[config.mk]
export PLATFORM = sky130hd
export DESIGN_NAME = seg7_scan_ctrl_flat
export DESIGN_NICKNAME = d
export VERILOG_FILES = /design/src/rtl/seg7_scan_ctrl_if.sv /design/src/rtl/seg7_scan_ctrl.sv /design/src/flat_wrapper.sv
export SDC_FILE = /design/constraint.sdc
export NUM_CORES = 1
export LEC_CHECK = 0
export ABC_AREA = 1
export BUFFER_PORTS_ARGS = -buffer_cell sky130_fd_sc_hd__buf_2
export CORE_ASPECT_RATIO = 0.5
export CORE_MARGIN = 4
export CORE_UTILIZATION = 44
export DETAILED_ROUTE_END_ITERATION = 16
export PLACE_DENSITY = 0.77
export SYNTH_ARGS = -nofsm -noshare
export SYNTH_HDL_FRONTEND = slang
export SYNTH_SLANG_ARGS = --single-unit
[constraint.sdc]
create_clock -name clk -period 1.71 [get_ports clk]
set_input_delay 0.2565 -clock clk [delete_from_list [all_inputs] [get_ports clk]]
set_output_delay 0.2565 -clock clk [all_outputs]
set_load 0.005 [all_outputs]
[src/rtl/seg7_scan_ctrl_if.sv]
// Display-side bundle of the 4-digit scan controller: control/data in, decoder nibble and anodes out.
// The master drives enable/value/load/blank_lz. The slave (the scan controller) drives the display outputs.
interface seg7_scan_ctrl_if;
    logic        enable;
    logic [15:0] value;
    logic        load;
    logic        blank_lz;
    logic [3:0]  bin;
    logic [3:0]  anode;
    logic        load_ack;
    logic        frame_done;

    modport master (
        output enable, value, load, blank_lz,
        input  bin, anode, load_ack, frame_done
    );

    modport slave (
        input  enable, value, load, blank_lz,
        output bin, anode, load_ack, frame_done
    );
endinterface

[src/rtl/seg7_scan_ctrl.sv]
// Time-multiplexed 4-digit 7-seg scanner with dead-time blanking, leading-zero suppression and tear-free value commit.
// All outputs are registered; new values are committed only at the frame boundary; load is always accepted.
module seg7_scan_ctrl #(
    parameter int ON_CYCLES   = 4,
    parameter int DEAD_CYCLES = 1
) (
    input  logic           clk,
    input  logic           rst,
    seg7_scan_ctrl_if.slave bus
);

    typedef enum logic [1:0] {
        ST_OFF   = 2'd0,
        ST_BLANK = 2'd1,
        ST_SHOW  = 2'd2
    } state_t;

    localparam int MAXC = (ON_CYCLES > DEAD_CYCLES) ? ON_CYCLES : DEAD_CYCLES;
    localparam int CW   = (MAXC > 1) ? $clog2(MAXC) : 1;
    localparam logic [CW-1:0] ON_LAST   = CW'(ON_CYCLES - 1);
    localparam logic [CW-1:0] DEAD_LAST = CW'(DEAD_CYCLES - 1);

    state_t      state_q, state_d;
    logic [1:0]  digit_q, digit_d;
    logic [CW-1:0] cnt_q, cnt_d;
    logic [15:0] disp_q, disp_d;
    logic [15:0] pend_q, pend_d;
    logic        pend_vld_q, pend_vld_d;
    logic        frame_end;
    logic        commit;

    logic [3:0]  anode_q, anode_d;
    logic [3:0]  bin_q, bin_d;
    logic        load_ack_q, load_ack_d;
    logic        frame_done_q, frame_done_d;
    logic        suppress;

    // State and output registers; outputs are precomputed from next-state values
    always_ff @(posedge clk or posedge rst) begin
        if (rst) begin
            state_q      <= ST_BLANK;
            digit_q      <= 2'd0;
            cnt_q        <= '0;
            disp_q       <= 16'h0000;
            pend_q       <= 16'h0000;
            pend_vld_q   <= 1'b0;
            anode_q      <= 4'b1111;
            bin_q        <= 4'h0;
            load_ack_q   <= 1'b0;
            frame_done_q <= 1'b0;
        end else begin
            state_q      <= state_d;
            digit_q      <= digit_d;
            cnt_q        <= cnt_d;
            disp_q       <= disp_d;
            pend_q       <= pend_d;
            pend_vld_q   <= pend_vld_d;
            anode_q      <= anode_d;
            bin_q        <= bin_d;
            load_ack_q   <= load_ack_d;
            frame_done_q <= frame_done_d;
        end
    end

    // Next-state logic: slot sequencing plus the pending/display value pipeline
    always_comb begin
        state_d   = state_q;
        digit_d   = digit_q;
        cnt_d     = cnt_q;
        frame_end = 1'b0;

        if (!bus.enable) begin
            state_d = ST_OFF;
            digit_d = 2'd0;
            cnt_d   = '0;
        end else begin
            case (state_q)
                ST_OFF: begin
                    state_d = ST_BLANK;
                    digit_d = 2'd0;
                    cnt_d   = '0;
                end
                ST_BLANK: begin
                    if (cnt_q == DEAD_LAST) begin
                        state_d = ST_SHOW;
                        cnt_d   = '0;
                    end else begin
                        cnt_d = cnt_q + 1'b1;
                    end
                end
                ST_SHOW: begin
                    if (cnt_q == ON_LAST) begin
                        state_d   = ST_BLANK;
                        cnt_d     = '0;
                        digit_d   = digit_q + 2'd1;
                        frame_end = (digit_q == 2'd3);
                    end else begin
                        cnt_d = cnt_q + 1'b1;
                    end
                end
                default: begin
                    state_d = ST_BLANK;
                    digit_d = 2'd0;
                    cnt_d   = '0;
                end
            endcase
        end

        // A load landing on the commit edge stays pending for the next frame
        commit     = frame_end && pend_vld_q;
        disp_d     = commit ? pend_q : disp_q;
        pend_d     = bus.load ? bus.value : pend_q;
        pend_vld_d = bus.load ? 1'b1 : (commit ? 1'b0 : pend_vld_q);
    end

    // Output decode from the next state, so every display output comes straight from a flop
    always_comb begin
        suppress = 1'b0;
        if (bus.blank_lz) begin
            case (digit_d)
                2'd1:    suppress = (disp_d[15:4]  == 12'h000);
                2'd2:    suppress = (disp_d[15:8]  == 8'h00);
                2'd3:    suppress = (disp_d[15:12] == 4'h0);
                default: suppress = 1'b0;
            endcase
        end

        anode_d = 4'b1111;
        if (state_d == ST_SHOW && !suppress) begin
            anode_d[digit_d] = 1'b0;
        end

        bin_d        = disp_d[{digit_d, 2'b00} +: 4];
        load_ack_d   = commit;
        frame_done_d = frame_end;
    end

    assign bus.anode      = anode_q;
    assign bus.bin        = bin_q;
    assign bus.load_ack   = load_ack_q;
    assign bus.frame_done = frame_done_q;

endmodule

[src/flat_wrapper.sv]
// flat-port wrapper written by rule: the top's interface ports become plain ports
module seg7_scan_ctrl_flat 
#(
    parameter int ON_CYCLES   = 4,
    parameter int DEAD_CYCLES = 1
)
  (clk, rst, bus_enable, bus_value, bus_load, bus_blank_lz, bus_bin, bus_anode, bus_load_ack, bus_frame_done);
  seg7_scan_ctrl_if bus_i ();
  input  logic clk;
  input  logic rst;
  input wire logic [$bits(bus_i.enable)-1:0] bus_enable;
  input wire logic [$bits(bus_i.value)-1:0] bus_value;
  input wire logic [$bits(bus_i.load)-1:0] bus_load;
  input wire logic [$bits(bus_i.blank_lz)-1:0] bus_blank_lz;
  output wire logic [$bits(bus_i.bin)-1:0] bus_bin;
  output wire logic [$bits(bus_i.anode)-1:0] bus_anode;
  output wire logic [$bits(bus_i.load_ack)-1:0] bus_load_ack;
  output wire logic [$bits(bus_i.frame_done)-1:0] bus_frame_done;
  assign bus_i.enable = bus_enable;
  assign bus_i.value = bus_value;
  assign bus_i.load = bus_load;
  assign bus_i.blank_lz = bus_blank_lz;
  assign bus_bin = bus_i.bin;
  assign bus_anode = bus_i.anode;
  assign bus_load_ack = bus_i.load_ack;
  assign bus_frame_done = bus_i.frame_done;
  seg7_scan_ctrl #(.ON_CYCLES(ON_CYCLES), .DEAD_CYCLES(DEAD_CYCLES)) u_core (.clk(clk), .rst(rst), .bus(bus_i));
endmodule
# --- Yosys cells after proc, flatten, opt, wreduce, memory -nomap -nowiden ---
# Cells that the tools add are included.
op_classes:
  div: 0
  addsub: 2
  n_eq_ne: 8
  shifts: 1
  muxes: 22
  bitwise_logic: 1
  n_mul: 0
  reduce_logical: 9
  order_cmp: 2
op_table:
  columns: ["op", "n"]
  rows:
  - ["two-way mux 16 bit", 1]
  - ["two-way mux 2 bit", 8]
  - ["variable part select 16 x 5 -> 4 bit", 1]
  - ["equality test 2 bit (second input constant)", 6]
  - ["logical NOT 12 bit", 1]
  - ["one-hot mux 2 bit (2 select lines)", 3]
  - ["logical NOT 8 bit", 1]
  - ["two-way mux 1 bit", 7]
  - ["adder 2 x 1 -> 2 bit (second input constant)", 2]
  - ["equality test 2 x 1 -> 1 bit (second input constant)", 2]
  - ["logical NOT 4 bit", 1]
  - ["two-way mux 4 bit", 1]
  - ["NOT 4 bit", 1]
  - ["logical AND 1 bit", 3]
  - ["< comparator 2 x 3 -> 1 bit (second input constant)", 1]
  - ["one-hot mux 1 bit (3 select lines)", 1]
  - ["demux 1 bit (select 2 bit)", 1]
  - [">= comparator 2 x 1 -> 1 bit (second input constant)", 1]
  - ["logical NOT 2 bit", 1]
  - ["nonzero test 2 bit", 1]
  - ["logical NOT 1 bit", 1]
word_totals:
  register_bits: 49
  wordCells: 55
  out_inout_bits: 10
  input_bits: 21
  latch_bits: 0
  mem_bits_ro: 0
  ram_bits: 0
  n_memories: 0

# --- Depth between registers and ports, before layout ---
depth:
  depth_word: 12
  ltp_mapped: 13

# --- Least setup slack after synthesis ---
# OpenSTA, ideal clock, no wires.
synth_timing:
  path_type: "register to register"
  startpoint: "register u_core.state_q[0]"
  endpoint: "register u_core.bin_q[3], in the netlist u_core.bus.bin[3]"
  setup_ns: 0.124
  period_less_slack_ns: 1.775
  path_stages_with_launch: 12
  path_slack_ns: -0.065
  required_ns: 1.586
  arrival_time_ns: 1.651
  cell_sequence: "dfstp_2 > inv_1 > ha_1 > nand2_4 > nor2_8 > nand2_4 > buf_2 > inv_1 > o21ai_2 > inv_2 > a22oi_1 > nand2_1"
synth_between:
  elab_chain_cells: 6
  word_cells_on_any_way: 9
synth_rtl:
  columns: ["item", "line", "source"]
  rows:
  - ["start, declared", "seg7_scan_ctrl.sv:23", "state_t state_q, state_d;"]
  - ["start signal, assigned", "seg7_scan_ctrl.sv:52", "state_q <= state_d;"]
  - ["equality test 2 bit", "seg7_scan_ctrl.sv:77", "case (state_q)"]
  - ["two-way mux 1 bit", "seg7_scan_ctrl.sv:77", null]
  - ["two-way mux 1 bit", "seg7_scan_ctrl.sv:72", "if (!bus.enable) begin"]
  - ["net u_core.frame_done_d", "seg7_scan_ctrl.sv:35", "logic frame_done_q, frame_done_d;"]
  - ["logical AND 1 bit", "seg7_scan_ctrl.sv:110", "commit = frame_end && pend_vld_q;"]
  - ["net u_core.commit", "seg7_scan_ctrl.sv:30", "logic commit;"]
  - ["two-way mux 16 bit", "seg7_scan_ctrl.sv:111", "disp_d = commit ? pend_q : disp_q;"]
  - ["net u_core.disp_d[3]", "seg7_scan_ctrl.sv:26", "logic [15:0] disp_q, disp_d;"]
  - ["variable part select 16 x 5 -> 4 bit", "seg7_scan_ctrl.sv:133", "bin_d = disp_d[{digit_d, 2'b00} +: 4];"]
  - ["net u_core.bin_d[3]", "seg7_scan_ctrl.sv:33", "logic [3:0] bin_q, bin_d;"]
  - ["end signal, assigned", "seg7_scan_ctrl.sv:59", "bin_q <= bin_d;"]
  - ["end, declared", "seg7_scan_ctrl.sv:33", null]
# The timed path passes the listed nets, and every way through them passes these cells.
# A chain may end at the register's enable or synchronous reset.

# --- Worst setup path after layout ---
layout_timing:
  startpoint: "register u_core.state_q[0]"
  endpoint: "register u_core.bin_q[1], in the netlist u_core.bus.bin[1]"
layout_between:
  word_cells_on_any_way: 9
layout_rtl:
  columns: ["item", "line", "source"]
  rows:
  - ["equality test 2 bit or equality test 2 x 1 -> 1 bit (tied branches)", "seg7_scan_ctrl.sv:77", null]
  - ["one-hot mux 2 bit (2 select lines) *", "seg7_scan_ctrl.sv:77", null]
  - ["two-way mux 2 bit *", "seg7_scan_ctrl.sv:72", null]
  - ["net u_core.digit_d[1]", "seg7_scan_ctrl.sv:24", "logic [1:0] digit_q, digit_d;"]
  - ["variable part select 16 x 5 -> 4 bit *", "seg7_scan_ctrl.sv:133", null]
  - ["net u_core.bin_d[1]", "seg7_scan_ctrl.sv:33", null]
# Mark *: on every way through the listed nets, which the timed path passes. The rest lies on a longest branch.

==> reports/qor.yml <==
synth:
  synth_top_area_cell: "dfrtp_1"
  syn-instance-count: 237
  ys_warn_count: 0
  synth.avg_cell_area_sq_um: 9.00
  yosysUniqueCellTypes: 27
  ys_ff_latch: 49
  syn_nets: 264
  synth.area.top_cells: "dfrtp_1 (52%), nand2_1 (14%), dfstp_2 (6.2%), inv_1 (5.6%), ha_1 (3.5%)"
  synth_top_area_frac: 0.516
  synth_area_sq_um: 2130
  ys_seq_area_frac: 0.578
setup_path:
  crit_start: "u_core.state_q[0]"
  endpoint_kind: "flop"
  crit_family: "flip-flops"
  critPathKind: "reg2reg"
  cp-start-kind: "flop"
  critPathRequiredTime_ps: 1920
  arrival_ps: 1970
  crit_path_max_incr_delay_ps: 540
  critPathMaxFanout: 5
  crit_chain: "inv_2, ha_4, inv_2, nand2_4, inv_2, nand3_2, nand2_4, inv_2, nor2_4, nand2_1, o2111ai_1"
  timing.rr.start: "u_core.state_q[0]"
  cp_slowest_cell: "dfstp_2"
  cp_common_cell: "inv_2"
  crit_buf_inv: 4
status:
  status: "finished with violations"
  violations: "setup timing"
finish:
  syn_to_final_growth_pct: 35.5
  fin_nets: 323
  antenna_cells: 0
  fillers: 356
  post_route_cells_drive_above_1_share: 0.401
  finalInstanceArea_sq_um: 2890
placement:
  post_dp_cell_area_sq_um: 2520
  dp_hpwl_mm: 3.22
  place_ws_ps: -226
  gp_congestion: 0.870
  portBuffers: 30
timing:
  report.final.slew_viol_count: 0
  setup_slack_ps: -52.6
  hold_viol_final: 0
  period_needed_ps: 1760
  relSlewSlack: 0.587
  skew_ps: 8.98
  period_share: 1.03
  rsz0062_at_grt: "true"
  hold_slack_ps: 147
  setup_viol: 7
  worst_slew_pin_slew_ps: 619
  fmax_mhz: 567
clocking:
  cts_max_level: 2
  cts_buffer_depth: 2
  root_buffer: "clkbuf_8"
  cts_tree: "done"
  clock-sinks: 49
  clk_pin_slew_ps: 90
  insertion_delay_ps: 300
  cts_buffers: 5
power:
  irDropWorstVdd_mv: 0.362
  switching_share: 0.229
  seqPwrFrac: 0.553
  p_sw_w: 0.000503
  p_int_w: 0.00170
  power_frac_comb: 0.070
  power_frac_clock: 0.377
  p_leak_nw: 1.49
  powerDensity_nw_per_um2: 762
global_route:
  grt_pass1_wl_mm: 7.78
  grt_max_degree: 25
  grtUsageTotal: 0.160
  grt_antenna_before_repair: 0
  grt_pass1_vias: 1736
  grt-ovfl-total: 0
floorplan:
  dieArea_sq_um: 6090
  initial_core_util: 0.471
  dieWidth_um: 106
  ios: 31
  num_rows: 17
  core_sq_um: 4530
  dieHeight_um: 57.2
worst_hold_path:
  min_from: "bus_value[6]"
  hold_path.class: "in2reg"
routing:
  ant_nets: 0
  drt_iter0_markers: 84
  drc_errors: 0
  routed_wl_mm: 4.87
  vias: 1745
  wl_per_cell_um: 13.4
  drt-pass1-iter-count: 4
  vias_per_cell: 4.81
job:
  cap_violations: 0
==> logic make-up (layout without fill, tap and decap cells) <==
group                      count (synthesis)  count (layout)  synth area share
and+or+nand+nor                          113             114             0.230
DFF                                       49              49             0.578
buffers and inverters                     39              98            0.0733
AOI/OAI and AO/OA                         30              30            0.0839
adders and majority gates                  6               6            0.0352
==> power groups by stage <==
stage,Combinational [W],Sequential (W),Clock [W]
3_5_place_dp,0.000137,0.00124,0
6_report,0.000154,0.00122,0.000830
4_1_cts,0.000151,0.00122,0.000827
5_1_grt,0.000175,0.00122,0.000895
2_1_floorplan,0.0000775,0.00123,0
3_3_place_gp,0.000132,0.00124,0
==> stage by stage <==
step	utilization	TNS (ps)	total power [W]	std cells
final	0.638	-294	0.00220	363
after global routing	0.638	-1180	0.00229	363
after CTS	0.614	-63.3	0.00220	361
after detailed placement	0.556	-1520	0.00137	350
after global placement	0.556	-989	0.00137	350
after floorplan	-	-169	0.00131	237
==> cells in the final DEF (no fill, tap or decap), types with 7 or more instances in the layout <==
cell type,n
nand2_2,7
buf_2,30
nand3_2,9
inv_1,25
o21ai_1,8
o21ai_0,9
inv_2,7
dfrtp_1,44
nand2_1,69
buf_4,23
==> registers in the layout, indices dropped and copies added (netlist names) <==
name / flops
u_core.disp_q: 16
u_core.cnt_q: 2
u_core.digit_q: 2
u_core.bus.anode: 4
u_core.bus.load_ack: 1
u_core.pend_q: 16
u_core.bus.frame_done: 1
u_core.pend_vld_q: 1
u_core.state_q: 2
u_core.bus.bin: 4
==> worst min-delay path, delay by kind of cell <==
family,cells,cell delay [ps]
buf+inv,1,70
simple gates,2,90
==> synthesized netlist by cell type <==
master     number
nand4_1         1
a21oi_1         3
dfstp_2         5
o211ai_1        2
dfrtp_1        44
nor2_1         11
nand2_1        79
nand2_2         1
nor2_2          1
inv_2           1
buf_2           2
o2111ai_1       1
nand2_4         2
inv_1          32
o21ai_1         7
a32oi_1         1
buf_6           1
nand3_2         1
o21ai_0        11
clkbuf_1        3
nor2_8          1
ha_1            6
o21ai_2         3
or2_1           1
nand3_1        14
nor3_1          1
a22oi_1         2
==> per-layer routing <==
layer / wire [um] / part of all wire / track usage / up-vias
met5: 0 / 0 / 0 / -
met4: 51 / 0.010 / 0.0346 / 0
met3: 227 / 0.047 / 0.0373 / 6
met2: 2350 / 0.48 / 0.270 / 41
met1: 2240 / 0.46 / 0.215 / 836
li1: - / - / - / 862
==> final cells by class <==
class	instances	area, sq um	share of cell area
clock inverter	2	38.8	0.0134
tap	66	82.6	0.0286
timing repair buffer	57	375	0.130
clock buffer	6	72.6	0.0251
sequential	49	1230	0.426
multi-input combinational	150	962	0.333
inverter	33	126	0.0437
==> final timing paths <==
path,endpoint,slack [ps],cells past startpoint
setup reg to reg,u_core.bus.bin[1],-50,11
hold / removal,u_core.pend_q[6],150,3
min in group asynchronous,u_core.disp_q[9],480,3
setup / recovery,u_core.bus.bin[1],-50,11
max in group asynchronous,u_core.bus.anode[3],720,4
hold reg to reg,u_core.pend_q[9],490,2
==> repair_timing <==
action,in CTS,in global routing
buffers inserted,2,1
pin swaps,14,8
gates resized for setup,37,20
hold buffers,1,0
endpoints found under the setup margin,11,8
cloned,0,1
endpoints found under the hold margin,13,0
Note: power is estimated with default switching activity, not from simulation.
